--- src/rtl/clkdiv_pkg.sv ---
// Shared constants for the multi-channel clock divider: board clock rate,
// common half-period counts and the default counter geometry.
package clkdiv_pkg;

    localparam int unsigned BOARD_CLK_HZ     = 100_000_000;
    localparam int unsigned CNT_W_DEF        = 32;

    localparam int unsigned HALF_10KHZ       = 5000;
    localparam int unsigned HALF_1KHZ        = 50_000;
    localparam int unsigned HALF_1HZ         = 50_000_000;

    localparam int unsigned DEFAULT_HALF_DEF = HALF_10KHZ;

    // Half-period count giving a divided clock of hz from the board clock.
    function automatic int unsigned half_for_hz(input int unsigned hz);
        return BOARD_CLK_HZ / (2 * hz);
    endfunction

endpackage

--- src/rtl/clkdiv_channel.sv ---
// One divider channel: half-period counter, active and pending half counts,
// 50% duty output clock and a tick strobe on every toggle.
module clkdiv_channel
    import clkdiv_pkg::*;
#(
    parameter int unsigned CNT_W        = CNT_W_DEF,
    parameter int unsigned DEFAULT_HALF = DEFAULT_HALF_DEF
) (
    input  logic             clk,
    input  logic             rst,
    input  logic             en_i,
    input  logic             load_i,
    input  logic [CNT_W-1:0] load_half_i,
    output logic             pend_o,
    output logic             clk_out_o,
    output logic             tick_o
);

    logic [CNT_W-1:0] cnt_q, cnt_d;
    logic [CNT_W-1:0] half_q, half_d;
    logic [CNT_W-1:0] pend_half_q, pend_half_d;
    logic             pend_q, pend_d;
    logic             clk_q, clk_d;
    logic             tick_q, tick_d;
    logic             term;

    assign term = (cnt_q == half_q - CNT_W'(1));

    always_comb begin
        cnt_d       = cnt_q;
        half_d      = half_q;
        pend_half_d = pend_half_q;
        pend_d      = pend_q;
        clk_d       = clk_q;
        tick_d      = 1'b0;

        if (!en_i) begin
            cnt_d = '0;
            clk_d = 1'b0;
            if (pend_q) begin
                half_d = pend_half_q;
                pend_d = 1'b0;
            end
        end else if (term) begin
            cnt_d  = '0;
            clk_d  = ~clk_q;
            tick_d = 1'b1;
            // New half only takes over at a toggle, so no phase is cut short.
            if (pend_q) begin
                half_d = pend_half_q;
                pend_d = 1'b0;
            end
        end else begin
            cnt_d = cnt_q + CNT_W'(1);
        end

        // A load never coincides with pend_q=1 because ready is gated on it.
        if (load_i) begin
            pend_d      = 1'b1;
            pend_half_d = load_half_i;
        end
    end

    always_ff @(posedge clk) begin
        if (rst) begin
            cnt_q       <= '0;
            half_q      <= CNT_W'(DEFAULT_HALF);
            pend_half_q <= '0;
            pend_q      <= 1'b0;
            clk_q       <= 1'b0;
            tick_q      <= 1'b0;
        end else begin
            cnt_q       <= cnt_d;
            half_q      <= half_d;
            pend_half_q <= pend_half_d;
            pend_q      <= pend_d;
            clk_q       <= clk_d;
            tick_q      <= tick_d;
        end
    end

    assign pend_o    = pend_q;
    assign clk_out_o = clk_q;
    assign tick_o    = tick_q;

endmodule

--- src/rtl/clock_divider_multi.sv ---
// Multi-channel programmable clock divider with a shared valid/ready divisor
// load port; rejected loads (zero half or bad channel) pulse div_err.
module clock_divider_multi
    import clkdiv_pkg::*;
#(
    parameter int unsigned NUM_CH       = 4,
    parameter int unsigned CNT_W        = CNT_W_DEF,
    parameter int unsigned DEFAULT_HALF = DEFAULT_HALF_DEF,
    parameter int unsigned CH_W         = (NUM_CH > 1) ? $clog2(NUM_CH) : 1
) (
    input  logic              clk,
    input  logic              rst,
    input  logic [NUM_CH-1:0] en,
    input  logic              div_valid,
    input  logic [CH_W-1:0]   div_ch,
    input  logic [CNT_W-1:0]  div_half,
    output logic              div_ready,
    output logic              div_err,
    output logic [NUM_CH-1:0] clk_out,
    output logic [NUM_CH-1:0] tick
);

    logic [NUM_CH-1:0] sel;
    logic [NUM_CH-1:0] pend;
    logic [NUM_CH-1:0] load;
    logic              accept;
    logic              bad;
    logic              err_q, err_d;

    // An out-of-range div_ch selects nothing, so it reads as ready and the
    // request completes as a rejection.
    assign div_ready = ~|(sel & pend);
    assign accept    = div_valid && div_ready;
    assign bad       = (div_half == '0) || !(|sel);
    assign err_d     = accept && bad;

    always_ff @(posedge clk) begin
        if (rst) begin
            err_q <= 1'b0;
        end else begin
            err_q <= err_d;
        end
    end

    assign div_err = err_q;

    for (genvar g = 0; g < NUM_CH; g++) begin : g_ch
        assign sel[g]  = (div_ch == CH_W'(g));
        assign load[g] = accept && !bad && sel[g];

        clkdiv_channel #(
            .CNT_W        (CNT_W),
            .DEFAULT_HALF (DEFAULT_HALF)
        ) u_ch (
            .clk         (clk),
            .rst         (rst),
            .en_i        (en[g]),
            .load_i      (load[g]),
            .load_half_i (div_half),
            .pend_o      (pend[g]),
            .clk_out_o   (clk_out[g]),
            .tick_o      (tick[g])
        );
    end

endmodule

--- config.mk ---
export PLATFORM = sky130hd
export DESIGN_NAME = clock_divider_multi
export DESIGN_NICKNAME = d
export VERILOG_FILES = /design/src/rtl/clkdiv_pkg.sv /design/src/rtl/clkdiv_channel.sv /design/src/rtl/clock_divider_multi.sv
export SDC_FILE = /design/constraint.sdc
export NUM_CORES = 1
export LEC_CHECK = 0
export CORE_UTILIZATION = 63
export DETAILED_ROUTE_END_ITERATION = 8
export PLACE_DENSITY = 0.86
export SKIP_CTS_REPAIR_TIMING = 1
export SLEW_MARGIN = 5
export SYNTH_ARGS = -nofsm -noshare
export SYNTH_HDL_FRONTEND = slang
export SYNTH_SLANG_ARGS = --single-unit
--- constraint.sdc ---
create_clock -name clk -period 4.7 [get_ports clk]
set_input_delay 0.705 -clock clk [delete_from_list [all_inputs] [get_ports clk]]
set_output_delay 0.705 -clock clk [all_outputs]
set_load 0.005 [all_outputs]
==> flow_metrics.env <==
export IMPL_outcome="finished, final reports clean"
export IMPL_dieArea_mm2=0.0342
export IMPL_clock_sinks=397
export IMPL_clockRootBuffer="clkbuf_16"
export IMPL_syn_area_mm2=0.0211
export IMPL_synth_async_reset_ratio_pct=0
export IMPL_skew_ns=0.0331
export IMPL_placed_area_mm2=0.0216
export IMPL_port_buffers=50
export IMPL_h_tree_depth=2
export IMPL_place_congestion=0.931
export IMPL_use_met1_pct=41.6
export IMPL_cp_required_ns=5.17
export IMPL_grt_util_met3_pct=5.11
export IMPL_antenna_cells=0
export IMPL_start_kind="register"
export IMPL_area_growth_syn_to_layout_pct=9.86
export IMPL_synthCells=2507
export IMPL_synth_edf_count=0
export IMPL_overflow=0
export IMPL_final_area_mm2=0.0232
export IMPL_worstSkewPairLatency_ns=0.57
export IMPL_maxSlewViolCount=0
export IMPL_antenna_found_initial=0
export IMPL_path_class="reg -> reg"
export IMPL_hold_depth=2
export IMPL_reg2regPathDepth=9
export IMPL_start_util_pct=64.5
export IMPL_dpl_hpwl_um=37100
export IMPL_ys_ff_latch=397
export IMPL_cp_end_kind="register"
export IMPL_cap_violations=0
export IMPL_top_usage_layer="met2"
export IMPL_reg2reg_from="g_ch[0].u_ch.half_q[4]$_SDFFE_PP0P_"
export IMPL_grt_pass1_wl_um=87700
export IMPL_final_core_util_pct=70.9
export IMPL_synth_distinct_cells=83
export IMPL_worst_slew_pin_slew_ns=1.11
export IMPL_die_width_um=185
export IMPL_clock_fmax_mhz=243
export IMPL_die_h_um=185
export IMPL_pre_cts_slack_ns=0.643
export IMPL_finalSetupViolCount=0
export IMPL_worst_slack_ns=0.587
export IMPL_cp_max_fo=32
export IMPL_synth_top_cell_area_share_pct=37.7
export IMPL_powerDensity_mw_per_mm2=328
export IMPL_fin_crit_sh_pct=87.5
export IMPL_core_mm2=0.0327
export IMPL_via_count=18500
export IMPL_p_total_uw=7600
export IMPL_timing_hold_worst_start="g_ch[0].u_ch.pend_half_q[6]$_SDFFE_PP0P_"
export IMPL_finalCriticalPeriod_ns=4.11
export IMPL_ant_nets=0
export IMPL_drive_above_1_share_pct=5.88
export IMPL_hold_violations=0
export IMPL_fin_nets=2500
export IMPL_grt_max_degree=144
export IMPL_ys_flop_type="dfxtp_1"
export IMPL_firstDrtPassIters=6
export IMPL_grt_usage_pct=31.9
export IMPL_vias_per_cell=6.32
export IMPL_drcViolationCount=0
export IMPL_relSlewSlack_pct=25.8
export IMPL_drt_initial_drc_count=1916
export IMPL_hold_class="reg -> reg"
export IMPL_ys_seq_area_share_pct=37.7
export IMPL_r2r_end="g_ch[0].u_ch.half_q[7]$_SDFFE_PP1P_"
export IMPL_grt_pass1_vias=17100
export IMPL_critPathArrivalTime_ns=4.58
export IMPL_ios=51
export IMPL_use_met2_pct=52.8
export IMPL_path_clk_slew_ns=0.06
export IMPL_cts_made_buffers=42
export IMPL_synth_largest_area_cell="dfxtp_1"
export IMPL_min_to="g_ch[0].u_ch.half_q[6]$_SDFFE_PP0P_"
export IMPL_avgSynthCellArea_um2=8.41
export IMPL_syn_num_nets=2556
export IMPL_cts_tree="built"
export IMPL_drt_wirelength_per_cell_um=19.0
export IMPL_wl_um=55400
export IMPL_ys_warnings_count=0
export IMPL_p_leak_uw=0.00861
export IMPL_reg2reg_slack_ns=0.59
export IMPL_rsz0062_at_grt="false"
export IMPL_netlist_top_cells_area="dfxtp_1 38%, mux2i_1 9.4%, nor2_1 6.7%, xnor2_1 6.3%, xor2_1 5.0%"
export IMPL_rows=66
export IMPL_fillers=2490
export IMPL_cts_max_path_buffers=3
export IMPL_finalSetupTns_ns=0
export IMPL_peakVddDrop_mv=0.334
flip-flops by register name (all words and copies together) (netlist names):
| signal | count |
|---|---|
| g_ch.u_ch.pend_half_q | 128 |
| g_ch.u_ch.clk_out_o | 4 |
| g_ch.u_ch.half_q | 128 |
| div_err | 1 |
| g_ch.u_ch.cnt_q | 128 |
| g_ch.u_ch.tick_o | 4 |
| g_ch.u_ch.pend_o | 4 |
per-layer routing:
layer  vias up  share of wire, %
li1       8777                 -
met1      8774                41
met2       779                47
met3       167               8.6
met4         0               3.4
met5         -                 0
kinds of logic after synthesis:
family,Yosys count,share of synthesized area [%]
muxes,207,9.93
xor gates and xnor gates,272,11.3
buffers and inverters,224,4.46
DFF,397,37.7
AOI/OAI and AO/OA,296,10.5
adders and majority gates,8,0.475
and+or+nand+nor,1103,25.7
cell type report:
cell class | instances | area (µm²) | area share [%]
Clock buffer | 54 | 1200 | 5.17
Clock inverter | 22 | 354 | 1.53
Inverter | 46 | 178 | 0.767
Multi-Input combinational cell | 1886 | 12200 | 52.8
Sequential cell | 397 | 7950 | 34.3
Tap cell | 442 | 553 | 2.39
Timing Repair Buffer | 78 | 712 | 3.07
per-stage QoR:
stage	std cells	hold slack, ns
2_1_floorplan	2507	0.438
3_3_place_gp	2849	0.444
3_5_place_dp	2849	0.454
4_1_cts	2925	0.468
5_1_grt	2925	0.485
6_report	2925	0.466
cell usage in the layout (no fill, tap or decap), drive strengths merged, types with 26 or more instances in the layout:
| cell type | count |
|---|---|
| a31oi | 42 |
| buf | 29 |
| dfxtp | 397 |
| nor3b | 42 |
| clkdlybuf4s50 | 49 |
| o21ai | 26 |
| a21oi | 41 |
| nor3 | 60 |
| xnor2 | 151 |
| clkbuf | 54 |
| nand2 | 245 |
| nor2 | 378 |
| nand3 | 82 |
| o311ai | 29 |
| inv | 47 |
| xor2 | 121 |
| mux2i | 199 |
| o2111ai | 29 |
| nor4 | 57 |
| nand4 | 59 |
| or4 | 38 |
| and3 | 35 |
power by group:
part           total, µW  switching [µW]  internal, µW
clock               3690            1440          2250
combinational        438             288           149
sequential          3470            51.2          3420
total               7600            1780          5820
critical path, cell delays in order, from the launching register on:
cell and delay [ns]:
dfxtp_1 0.38, nor4_2 0.63, nand4_1 0.50, or3_1 0.50
a22oi_1 0.19, nand4_1 0.10, or4_1 0.66, o32ai_4 0.31
buf_4 0.49, mux2i_1 0.25
synth_stat cells, drive strengths merged (42+ instances only):
cell type    n
nor2       378
inv         45
a31oi       42
nor4        57
nand3       82
nand4       59
mux2i      199
xnor2      151
nand2      245
nor3b       42
xor2       121
dfxtp      397
clkbuf     144
nor3        60
worst max path at each step:
stage	start	end	slack, ns	cells after the start
after detailed placement	g_ch[0].u_ch.half_q[4]$_SDFFE_PP0P_	g_ch[0].u_ch.half_q[24]$_SDFFE_PP0P_	0.64	9
final	g_ch[0].u_ch.half_q[4]$_SDFFE_PP0P_	g_ch[0].u_ch.half_q[7]$_SDFFE_PP1P_	0.59	9
after global placement	g_ch[0].u_ch.half_q[4]$_SDFFE_PP0P_	g_ch[0].u_ch.half_q[0]$_SDFFE_PP0P_	0.74	9
after global routing	g_ch[0].u_ch.half_q[4]$_SDFFE_PP0P_	g_ch[0].u_ch.half_q[0]$_SDFFE_PP0P_	0.30	9
after CTS	g_ch[0].u_ch.half_q[4]$_SDFFE_PP0P_	g_ch[0].u_ch.half_q[29]$_SDFFE_PP0P_	0.60	9
after floorplan	g_ch[0].u_ch.half_q[15]$_SDFFE_PP0P_	g_ch[0].u_ch.half_q[10]$_SDFFE_PP0P_	1.15	12
No activity file was read; power rests on OpenSTA's default activity.
